File: src/rtl/chunked_adder_pkg.sv
// Shared types and helpers for the chunked serial adder.
package chunked_adder_pkg;

  typedef enum logic [1:0] {
    ST_IDLE = 2'd0,
    ST_RUN  = 2'd1,
    ST_DONE = 2'd2
  } state_t;

  // Width of a counter that must hold 0..n-1, never less than one bit.
  function automatic int unsigned idx_width(input int unsigned n);
    int unsigned w;
    w = 1;
    while ((32'd1 << w) < n) w = w + 1;
    return w;
  endfunction

endpackage

File: src/rtl/chunk_adder.sv
// Combinational CHUNK-bit adder with carry in and carry out.
module chunk_adder #(
  parameter int unsigned CHUNK = 8
) (
  input  logic [CHUNK-1:0] a,
  input  logic [CHUNK-1:0] b,
  input  logic             ci,
  output logic [CHUNK-1:0] s,
  output logic             co
);

  localparam int unsigned SW = CHUNK + 1;

  logic [CHUNK:0] w_full;

  assign w_full  = {1'b0, a} + {1'b0, b} + SW'(ci);
  assign {co, s} = w_full;

endmodule

File: src/rtl/chunked_serial_adder.sv
// Multi-cycle adder: WIDTH-bit A+B+Cin, CHUNK bits per clock, LSB chunk first.
// Optional CHUNKED_SERIAL_ADDER_SUB_EN adds a 'sub' input selecting A-B.
module chunked_serial_adder
  import chunked_adder_pkg::*;
#(
  parameter int unsigned WIDTH = 32,
  parameter int unsigned CHUNK = 8
) (
  input  logic             clk,
  input  logic             rst_n,
  input  logic             in_valid,
  output logic             in_ready,
  input  logic [WIDTH-1:0] A,
  input  logic [WIDTH-1:0] B,
  input  logic             Cin,
`ifdef CHUNKED_SERIAL_ADDER_SUB_EN
  input  logic             sub,
`endif
  output logic             out_valid,
  input  logic             out_ready,
  output logic [WIDTH-1:0] Sum,
  output logic             Carry,
  output logic             busy
);

  localparam int unsigned     CYCLES   = WIDTH / CHUNK;
  localparam int unsigned     IDXW     = idx_width(CYCLES);
  localparam logic [IDXW-1:0] LAST_IDX = IDXW'(CYCLES - 1);

  state_t                 r_state;
  logic [WIDTH-1:0]       r_a;
  logic [WIDTH-1:0]       r_b;
  logic                   r_carry;
  logic [IDXW-1:0]        r_idx;

  logic [WIDTH-1:0]       w_b_in;
  logic                   w_c_in;
  logic [CHUNK-1:0]       w_s;
  logic                   w_co;
  logic [WIDTH+CHUNK-1:0] w_sum_cat;

  // Subtraction is A + ~B + 1, so only the latched B and carry change.
`ifdef CHUNKED_SERIAL_ADDER_SUB_EN
  assign w_b_in = sub ? ~B : B;
  assign w_c_in = sub ? 1'b1 : Cin;
`else
  assign w_b_in = B;
  assign w_c_in = Cin;
`endif

  chunk_adder #(.CHUNK(CHUNK)) u_chunk (
    .a  (r_a[CHUNK-1:0]),
    .b  (r_b[CHUNK-1:0]),
    .ci (r_carry),
    .s  (w_s),
    .co (w_co)
  );

  // New chunk enters at the top; concatenation keeps CHUNK==WIDTH legal.
  assign w_sum_cat = {w_s, Sum};

  always_ff @(posedge clk or negedge rst_n) begin
    if (!rst_n) begin
      r_state   <= ST_IDLE;
      r_a       <= '0;
      r_b       <= '0;
      r_carry   <= 1'b0;
      r_idx     <= '0;
      in_ready  <= 1'b1;
      out_valid <= 1'b0;
      busy      <= 1'b0;
      Sum       <= '0;
      Carry     <= 1'b0;
    end else begin
      case (r_state)
        ST_IDLE: begin
          if (in_valid && in_ready) begin
            r_a      <= A;
            r_b      <= w_b_in;
            r_carry  <= w_c_in;
            r_idx    <= '0;
            in_ready <= 1'b0;
            busy     <= 1'b1;
            r_state  <= ST_RUN;
          end
        end
        ST_RUN: begin
          Sum     <= w_sum_cat[WIDTH+CHUNK-1:CHUNK];
          r_a     <= r_a >> CHUNK;
          r_b     <= r_b >> CHUNK;
          r_carry <= w_co;
          r_idx   <= r_idx + IDXW'(1);
          if (r_idx == LAST_IDX) begin
            Carry     <= w_co;
            busy      <= 1'b0;
            out_valid <= 1'b1;
            r_state   <= ST_DONE;
          end
        end
        ST_DONE: begin
          if (out_ready) begin
            out_valid <= 1'b0;
            in_ready  <= 1'b1;
            r_state   <= ST_IDLE;
          end
        end
        default: r_state <= ST_IDLE;
      endcase
    end
  end

endmodule

File: config.mk
export PLATFORM = sky130hd
export DESIGN_NAME = chunked_serial_adder
export DESIGN_NICKNAME = d
export VERILOG_FILES = /design/src/rtl/chunked_adder_pkg.sv /design/src/rtl/chunk_adder.sv /design/src/rtl/chunked_serial_adder.sv
export SDC_FILE = /design/constraint.sdc
export NUM_CORES = 1
export LEC_CHECK = 0
export BUFFER_PORTS_ARGS = -buffer_cell sky130_fd_sc_hd__buf_4
export CELL_PAD_IN_SITES_DETAIL_PLACEMENT = 1
export CELL_PAD_IN_SITES_GLOBAL_PLACEMENT = 1
export CORE_MARGIN = 10
export CORE_UTILIZATION = 42
export CTS_CLUSTER_DIAMETER = 50
export DETAILED_ROUTE_END_ITERATION = 6
export PLACE_DENSITY_LB_ADDON = 0.1
export SYNTH_ARGS = -nofsm -noshare
export SYNTH_HDL_FRONTEND = slang
export SYNTH_SLANG_ARGS = --single-unit
export TNS_END_PERCENT = 20
File: constraint.sdc
create_clock -name clk -period 2.2 [get_ports clk]
set_input_delay 0.11 -clock clk [delete_from_list [all_inputs] [get_ports clk]]
set_output_delay 0.11 -clock clk [all_outputs]
set_load 0.02 [all_outputs]
==> qor.txt, run 1 <==
Status - complete, no violations
Crit end category - register
Placed Area - 0.00568 sq mm
Worst R2R Setup Slack - 0.09 ns
Clock Sink Count - 105
Buffers on Ports - 104
Fill cells - 1238
NetSw - 0.00329 W
Syn_area_per_cell - 10.3 sq um
Synth Cell Area - 0.00472 sq mm
Number of nets still failing antenna checks after routing - 0
Initial antenna violation count - 0
Critical path data arrival time - 2.32 ns
Number of global-route vias before repair - 4183
# H-tree levels - 3
Vias/cell - 5.07
Clock power frac - 18.0%
Worst slew pin tran - 0.437 ns
Seq/Total Area, Yosys - 55.6%
WP data required - 2.41 ns
Die W - 126 um
Max VDD drop - 0.597 mV
Internal - 0.00520 W
Multi-input gate area - 0.00195 sq mm
DP Worst Slack - 0.0279 ns
Root Buffer - clkbuf_16
Critical Path Start Type - register
Routed Wire Length - 11.9 mm
Setup TNS - 0 ns
Worst-path maximum fanout - 3
First-pass GRT wire length - 20.2 mm
Top-level I/O count - 105
Sequential Power Share - 39.1%
Final Cycle Share - 95.7%
Layout cells sized above 1 - 24.4%
Syn Nets - 536
Register clock-pin slew on the reported worst setup and hold paths - 0.07 ns
#FFs+latches synth - 105
Sw frac - 38.7%
Area of the die - 0.0159 sq mm
Leak - 2.98 nW
Worst setup margin - 0.0948 ns
GRT Total Usage - 15.0%
Drt pass-1 iters - 4
Die Span Y - 126 um
Worst-case clock skew - 0.00801 ns
Post-synth EDFFs - 0
Final Setup Violations - 0
Library cells used by synthesis - 40
CORE AREA - 0.0109 sq mm
Main synth FF type - dfrtp_1
CTS tree - done
Drc violations - 0
Worst Hold Class - in2reg
Syn. warnings - 0
Combinational share of power - 42.8%
Final hold violation count - 0
Share of flip-flops with an asynchronous set or reset - 100%
Pin count of the biggest net entering global routing - 56
Fin nets - 653
Max Cap Viol - 0
Initial Utilization - 43.2%
DP HPWL - 8.88 mm
Final Cell Area - 0.00614 sq mm
Clock latency on the worst-skew pair - 0.34 ns
Layout area overhead - 29.9%
# diodes - 0
Fmax - 475 MHz
Min cycle time layout - 2.11 ns
DRT iter0 DRCs - 177
Clock Path Buffers - 2
Setup Buffers After CTS - 0
Crit Path Class - reg2reg
GPL Wtd Cong - 0.783
Slew HR - 70.9%
CTS buffer count - 9
WL/cell - 16.5 um
Final count of pins violating max slew - 0
Congestion Overflow GR - 0
Mapped Cells - 457
Pwr dens - 1380 mW/mm^2
Total number of vias - 3639
Register area - 0.00263 sq mm
Row count - 38
==> sequential cells by signal, indices dropped and copies added, names as in the netlist <==
signal,flops
r_a,32
r_idx,2
Sum,32
r_carry,1
r_b,32
r_state,2
out_valid,1
in_ready,1
Carry,1
busy,1
==> cell families after synthesis <==
logic type      Yosys count  synth area share, %
mux                      49                 10.4
xor+xnor                  2                0.371
compound gates           99                 12.7
buf+inv                  31                 3.47
fa+ha+maj                10                 2.97
flops                   105                 55.6
simple gates            161                 14.5
==> power by group through the flow <==
stage               registers, W  logic, W  clock network, W
floorplan                0.00353   0.00214                 0
global placement         0.00332   0.00350                 0
detailed placement       0.00337   0.00364                 0
CTS                      0.00334   0.00368           0.00157
global route             0.00345   0.00410           0.00164
finish                   0.00332   0.00364           0.00153
==> cell usage after synthesis (2+ instances only) <==
cell type / count / area [sq um]
nand2_1: 136 / 510
dfrtp_1: 104 / 2600
nor3b_1: 5 / 37.5
buf_2: 14 / 70.1
o21ai_0: 60 / 300
a21o_1: 2 / 15.0
o211ai_1: 2 / 15.0
a22o_1: 17 / 149
a211oi_1: 3 / 22.5
mux2i_1: 49 / 490
nor3b_2: 2 / 25.0
inv_1: 3 / 11.3
nor2_1: 4 / 15.0
nand3_1: 2 / 10.0
ha_1: 8 / 100
o21a_1: 2 / 15.0
a21oi_1: 8 / 40.0
buf_4: 6 / 45.0
clkbuf_1: 7 / 26.3
fa_1: 2 / 40.0
nand2b_1: 2 / 12.5
==> timing repair <==
action                     in CTS  in global routing
hold buffers                   17                  0
hold endpoints to repair       38                  0
setup endpoints to repair       0                  4
resized for setup               0                  2
==> layout make-up <==
type                            count  share of cell area [%]
Sequential cell                   105                    42.8
Clock buffer                       10                    3.89
Clock inverter                      5                   0.632
Timing Repair Buffer              134                    17.9
Tap cell                          140                    2.85
Multi-Input combinational cell    321                    31.7
Inverter                            3                   0.183
==> metal layers <==
layer  up-vias  part of all wire (%)  global-route usage (%)
li1       1796                     -                       -
met1      1756                    43                    18.2
met2        75                    50                    25.1
met3        12                   5.4                    4.15
met4         0                   1.4                    4.96
met5         -                     0                       0
==> placed cells by master (no fill, tap or decap), drive strengths merged, types with 2 or more instances in the layout <==
cell,Yosys,routed
a211oi,3,3
a21o,2,2
a21oi,8,8
a22o,17,17
buf,21,117
clkbuf,7,10
dfrtp,104,104
dlygate4sd3,0,17
fa,2,2
ha,8,8
inv,3,6
mux2i,49,49
nand2,136,136
nand2b,2,2
nand3,2,2
nor2,4,4
nor3b,7,7
o211ai,2,2
o21a,2,2
o21ai,60,60
or2,2,2
==> metrics by stage <==
stage | hold WS [ns] | instances | power [W] | utilization, %
after CTS | 0.0396 | 718 | 0.00859 | 56.1
after global routing | 0.0609 | 718 | 0.00919 | 56.1
final | 0.0480 | 718 | 0.00849 | 56.1
after detailed placement | 0.0352 | 686 | 0.00701 | 52.0
after floorplan | -0.186 | 457 | 0.00567 | -
after global placement | 0.0328 | 686 | 0.00682 | 52.0
==> final timing paths <==
check / from / end / depth (start not counted)
worst min register to register: Sum[4] / Sum[4] / 2
max in group asynchronous: rst_n / in_ready / 3
min in group asynchronous: rst_n / Sum[5] / 2
worst max-delay path: r_a[0] / Sum[28] / 6
worst min-delay path: out_ready / in_ready / 3
worst max register to register: r_a[0] / Sum[28] / 6
==> critical path, stage by stage (launching register included) <==
cell,delay [ns]
dfrtp_1,0.41
fa_2,0.43
fa_1,0.42
buf_4,0.16
a21o_1,0.18
a211oi_1,0.26
o21ai_0,0.13
No activity file was read; power rests on OpenSTA's default activity.
==> run 2, diff against run 1 <==
--- a/config.mk
+++ b/config.mk
@@ -5,11 +5,13 @@
 export SDC_FILE = /design/constraint.sdc
 export NUM_CORES = 1
 export LEC_CHECK = 0
+export ABC_AREA = 1
 export BUFFER_PORTS_ARGS = -buffer_cell sky130_fd_sc_hd__buf_4
 export CELL_PAD_IN_SITES_DETAIL_PLACEMENT = 1
 export CELL_PAD_IN_SITES_GLOBAL_PLACEMENT = 1
+export CORE_ASPECT_RATIO = 0.5
 export CORE_MARGIN = 10
-export CORE_UTILIZATION = 42
+export CORE_UTILIZATION = 36
 export CTS_CLUSTER_DIAMETER = 50
 export DETAILED_ROUTE_END_ITERATION = 6
 export PLACE_DENSITY_LB_ADDON = 0.1
==> constraint.sdc (replaced) <==
create_clock -name clk -period 1.8 [get_ports clk]
set_input_delay 0.09 -clock clk [delete_from_list [all_inputs] [get_ports clk]]
set_output_delay 0.09 -clock clk [all_outputs]
set_load 0.02 [all_outputs]
==> run 2 against run 1 <==
Net effect: the run now ends with setup timing left; global-route usage about the same; utilization decreased by 6.9 points; synthesized cell count increased by 20%; register-to-register slack got worse by 0.13 ns; worst hold slack got worse by 0.044 ns; die area increased by 17%; largest cell class unchanged; power decreased by 47%; clock power increased by 24%; critical path depth increased by 3; final area increased by 3.0%; clock skew increased by 0.0045 ns.
==> qor.txt, run 2 <==
Status - complete, but fails checks
Failing checks - setup timing
Register clock-pin slew on the reported worst setup and hold paths - 0.07 ns
Worst Hold Class - in2reg
CP max-delay cell - fa_2
Placed cell count - 805
Total chip power - 0.00449 W
Slew HR - 77.1%
Mapped Cells - 549
Initial antenna violation count - 0
Area of the die - 0.0186 sq mm
Final hold violation count - 0
Commonest non-fill, non-tap cell in the layout - nand2_1
Main synth FF type - dfrtp_1
End of the critical path - r_carry
Worst-case clock skew - 0.0126 ns
Pin count of the biggest net entering global routing - 65
First-pass GRT wire length - 22.5 mm
Min cycle time layout - 1.84 ns
Number of global-route vias before repair - 4337
Register area - 0.00263 sq mm
Number of nets still failing antenna checks after routing - 0
Initial Utilization - 37.3%
Top-level I/O count - 105
Buffers on Ports - 104
#FFs+latches synth - 105
Placed Area - 0.00580 sq mm
Worst slew pin tran - 0.340 ns
Finished Layout Cells - 842
Total number of vias - 4073
Leak - 2.88 nW
Share of flip-flops with an asynchronous set or reset - 100%
Worst-path maximum fanout - 2
Worst setup margin - -0.0387 ns
# H-tree levels - 3
Die Span Y - 102 um
Post-synth EDFFs - 0
Layout cells sized above 1 - 22.9%
DRT iter0 DRCs - 204
Final Cycle Share - 102%
CP top delay family - adder cells
Fmax - 544 MHz
Critical Path Start Type - register
Max VDD drop - 0.355 mV
Routed Wire Length - 13.5 mm
Multi-input gate area - 0.00183 sq mm
Congestion Overflow GR - 0
CTS tree - done
Final Cell Area - 0.00632 sq mm
GPL Wtd Cong - 0.765
Crit end category - register
Final count of pins violating max slew - 0
Syn Nets - 628
Stages on worst setup path - 9
Worst path bufs/invs - 0
Max stage delay on crit path - 0.42 ns
Fin nets - 747
Crit path from - r_a[0]
Largest area contributor in the netlist - dfrtp_1
Setup TNS - -0.0734 ns
Top flop regs - Sum x32, r_a x32, r_b x32
WP data required - 2.03 ns
Vias/cell - 4.84
DP HPWL - 9.55 mm
Drt pass-1 iters - 4
Clock Path Buffers - 2
Fill cells - 1498
Library cells used by synthesis - 33
RSZ-0062 raised after global routing - yes
Area share of the largest cell type after synthesis - 54.4%
FF-to-FF End - r_carry
Critical path data arrival time - 2.07 ns
Most numerous cell in the Yosys netlist - nand2_1
WL/cell - 16.0 um
Drc violations - 0
Top post-synthesis cells by count - 162 x nand2_1, 104 x dfrtp_1, 74 x o21ai_0, 49 x inv_1, 25 x nand3_1
Syn. warnings - 0
Seq/Total Area, Yosys - 54.9%
Max Cap Viol - 0
Root Buffer - clkbuf_16
Reg2reg start - r_a[0]
R2R cell count - 9
Crit Path Class - reg2reg
Die W - 183 um
CORE AREA - 0.0128 sq mm
Synth Cell Area - 0.00479 sq mm
Final Setup Violations - 3
Clock latency on the worst-skew pair - 0.35 ns
Layout area overhead - 32.1%
Pwr dens - 710 mW/mm^2
Row count - 29
Syn_area_per_cell - 8.72 sq um
GRT Total Usage - 15.0%
Worst R2R Setup Slack - -0.04 ns
# diodes - 0
CTS buffer count - 9
Clock Sink Count - 105
Commonest non-fill, non-tap cells in the layout - 158 x nand2_1, 112 x buf_4, 104 x dfrtp_1
Critical-path cell list - fa_2 -> fa_2 -> nand2_2 -> nand2_2 -> and2_4 -> nand2_4 -> nand3_2 -> nand2_1 -> nand2_1
Top post-synthesis cells by area - dfrtp_1 54%, nand2_1 13%, o21ai_0 7.7%
-- run 2: cell families (layout without fill, tap and decap cells) --
group | Yosys count | after routing | synth area share (%)
AND/OR/NAND/NOR | 220 | 220 | 18.9
AO/OA/AOI/OAI | 129 | 129 | 15.3
flip-flops | 105 | 105 | 54.9
buffers and inverters | 83 | 206 | 7.58
adder cells (fa/ha/maj) | 10 | 10 | 2.93
XOR/XNOR | 2 | 2 | 0.366
-- run 2: cell type report --
class / instances / area share, %
inverters: 52 / 3.09
clock inverters: 5 / 0.613
multi-input cells: 361 / 28.9
flip-flops and latches: 105 / 41.6
well taps: 170 / 3.36
clock buffers: 10 / 3.78
repair buffers: 139 / 18.7
-- run 2: power breakdown --
group,switching [W],internal (W)
combinational,0.000104,0.000140
clock,0.000907,0.000982
sequential,0,0.00236
-- run 2: metrics by stage --
| step | setup slack [ns] | utilization, % | hold slack, ns |
|---|---|---|---|
| after global routing | -0.142 | 49.2 | 0.00566 |
| after global placement | -0.0693 | 45.2 | -0.000641 |
| after floorplan | 0.0140 | - | -0.206 |
| after detailed placement | -0.129 | 45.2 | 0.00434 |
| after CTS | -0.0508 | 49.2 | 0.00135 |
| final | -0.0387 | 49.2 | 0.00428 |
-- run 2: what timing repair did --
item,CTS,global route
setup buffers,1,1
hold buffers,20,0
endpoints found under the setup margin,4,5
cloned,0,0
pin swaps,9,4
resized for setup,9,0
hold endpoints to repair,82,0
-- run 2: worst min path at each step --
stage | depth (start not counted) | from | to
after floorplan | 0 | rst_n | Carry
after global placement | 1 | rst_n | Sum[17]
after detailed placement | 1 | rst_n | Sum[17]
after CTS | 3 | B[22] | r_b[22]
after global routing | 3 | B[18] | r_b[18]
final | 3 | B[16] | r_b[16]
-- run 2: routing by layer --
layer | part of all wire, % | global-route usage [%]
met2 | 44 | 23.0
met4 | 1.0 | 3.50
met3 | 5.6 | 5.04
met1 | 50 | 20.0
met5 | 0 | 0
-- run 2: worst min-delay path: cells and delay by family --
| family | cells | cell delay, ns |
|---|---|---|
| buffers and inverters | 1 | 0.08 |
| AO/OA/AOI/OAI | 2 | 0.15 |
==> run 3, diff against run 2 <==
--- a/config.mk
+++ b/config.mk
@@ -11,7 +11,7 @@
 export CELL_PAD_IN_SITES_GLOBAL_PLACEMENT = 1
 export CORE_ASPECT_RATIO = 0.5
 export CORE_MARGIN = 10
-export CORE_UTILIZATION = 36
+export CORE_UTILIZATION = 40
 export CTS_CLUSTER_DIAMETER = 50
 export DETAILED_ROUTE_END_ITERATION = 6
 export PLACE_DENSITY_LB_ADDON = 0.1
==> constraint.sdc (replaced) <==
create_clock -name clk -period 1.7 [get_ports clk]
set_input_delay 0.085 -clock clk [delete_from_list [all_inputs] [get_ports clk]]
set_output_delay 0.085 -clock clk [all_outputs]
set_load 0.02 [all_outputs]
==> run 3 against run 2 <==
Net effect: the run still ends with setup timing left; critical path depth is the same; via count shrank 1.8%; sequential share of layout area is 0.54 points lower; non-clock buffer count increased by 4; sequential power increased by 6%; highest routed layer unchanged.
==> qor.txt, run 3 (same netlist as run 2, synthesis figures left out) <==
Status - complete, but fails checks
Failing checks - setup timing
Clock Sink Count - 105
# H-tree levels - 3
Fill cells - 1386
Initial Utilization - 40.7%
Hold Startpoint - B[19]
Worst Hold Class - in2reg
Total chip power - 0.00489 W
Pwr dens - 764 mW/mm^2
WP data required - 1.94 ns
Routed Wire Length - 13.0 mm
Clock Path Buffers - 2
Crit end category - register
Max VDD drop - 0.459 mV
Top-level I/O count - 105
Critical Path Start Type - register
Buffers on Ports - 104
Number of global-route vias before repair - 4282
Leak - 2.92 nW
CTS tree - done
Final count of pins violating max slew - 0
RSZ-0062 raised after global routing - yes
Commonest non-fill, non-tap cell in the layout - nand2_1
Root Buffer - clkbuf_16
Die Span Y - 97.4 um
Worst R2R Setup Slack - -0.11 ns
Final Setup Violations - 4
GPL Wtd Cong - 0.774
Critical path data arrival time - 2.05 ns
Drt pass-1 iters - 4
Worst setup margin - -0.109 ns
FF-to-FF End - r_carry
CORE AREA - 0.0118 sq mm
Layout cells sized above 1 - 23.0%
Total number of vias - 4001
Crit Path Class - reg2reg
# diodes - 0
Pin count of the biggest net entering global routing - 65
Finished Layout Cells - 842
Row count - 28
Clock latency on the worst-skew pair - 0.35 ns
Worst-case clock skew - 0.00945 ns
Placed cell count - 800
Drc violations - 0
Initial antenna violation count - 0
Slew HR - 60.0%
Congestion Overflow GR - 0
Max Cap Viol - 0
Final hold violation count - 0
R2R cell count - 9
Number of nets still failing antenna checks after routing - 0
GRT Total Usage - 15.4%
Vias/cell - 4.75
Register clock-pin slew on the reported worst setup and hold paths - 0.07 ns
Hold Crit Endpoint - r_b[19]
Final Cycle Share - 106%
Worst slew pin tran - 0.600 ns
Min cycle time layout - 1.81 ns
DP HPWL - 9.32 mm
First-pass GRT wire length - 21.8 mm
Die W - 175 um
Fmax - 553 MHz
Fin nets - 751
Top flop regs - Sum x32, r_a x32, r_b x32
WL/cell - 15.5 um
Hold Path Stages - 3
CTS buffer count - 9
Commonest non-fill, non-tap cells in the layout - 158 x nand2_1, 111 x buf_4, 103 x dfrtp_1
Area of the die - 0.0170 sq mm
Reg2reg start - r_carry
Worst-path maximum fanout - 2
DRT iter0 DRCs - 248
Layout area overhead - 33.9%
run 3: changes by cell type in the layout (fill, tap and decap cells not counted), sizes merged:
cell,delta
dlygate4sd3,+3
inv,-2
buf,+1
bufinv,+1
clkbuf,+1
clkinv,+1
run 3: how the worst max path moves through the flow:
stage	slack [ns]	depth (start not counted)	startpoint	to
2_1_floorplan	-0.04	9	r_carry	r_carry
3_3_place_gp	-0.12	9	r_carry	r_carry
3_5_place_dp	-0.17	9	r_carry	r_carry
4_1_cts	-0.17	9	r_a[0]	r_carry
5_1_grt	-0.19	8	r_carry	Sum[28]
6_report	-0.11	9	r_carry	r_carry
run 3: layer usage:
layer  vias up  track usage (%)  wire length (um)
li1       2033                -                 -
met2        72             24.0              5670
met3         8             5.08               669
met5         -                0                 0
met1      1888             20.4              6610
met4         0             2.91                89
run 3: what timing repair did:
action	4_1_cts	5_1_grt
resized for setup	5	4
buffers inserted	1	2
endpoints found under the hold margin	60	0
setup endpoints to repair	4	6
hold buffers	23	0
pin swaps	7	6
run 3: final cells by class:
class	instances	area (sq um)	share of cell area, %
clock inverters	5	63.8	0.996
clock buffers	11	243	3.79
inverters	52	195	3.05
repair buffers	143	1240	19.4
multi-input cells	361	1830	28.5
flip-flops and latches	105	2630	41.0
well taps	165	206	3.22
run 3: worst max-delay path, cell delays in order (launching register included):
cell and delay [ns]:
dfrtp_1 0.40, fa_2 0.42, fa_2 0.36, nand2_2 0.08, nand2_2 0.06, and2_4 0.15, nand2_4 0.07, nand3_2 0.06
nand2_1 0.06, nand2_1 0.05
run 3: where the power goes:
part | internal [W] | switching (W) | total [W]
clock network | 0.00119 | 0.000935 | 0.00213
registers | 0.00250 | 0 | 0.00250
logic | 0.000158 | 0.000111 | 0.000269
total | 0.00385 | 0.00105 | 0.00489
run 3: stage by stage:
step	setup slack, ns	setup TNS, ns	util, %	cell area (sq um)	hold slack (ns)
after floorplan	-0.0439	-0.118	-	4790	-0.211
after global placement	-0.122	-0.359	49.5	5820	0.127
after detailed placement	-0.175	-0.545	49.5	5820	0.131
after CTS	-0.170	-0.575	54.2	6380	0.00259
after global routing	-0.194	-0.775	54.5	6410	0.00640
final	-0.109	-0.346	54.5	6410	0.00439
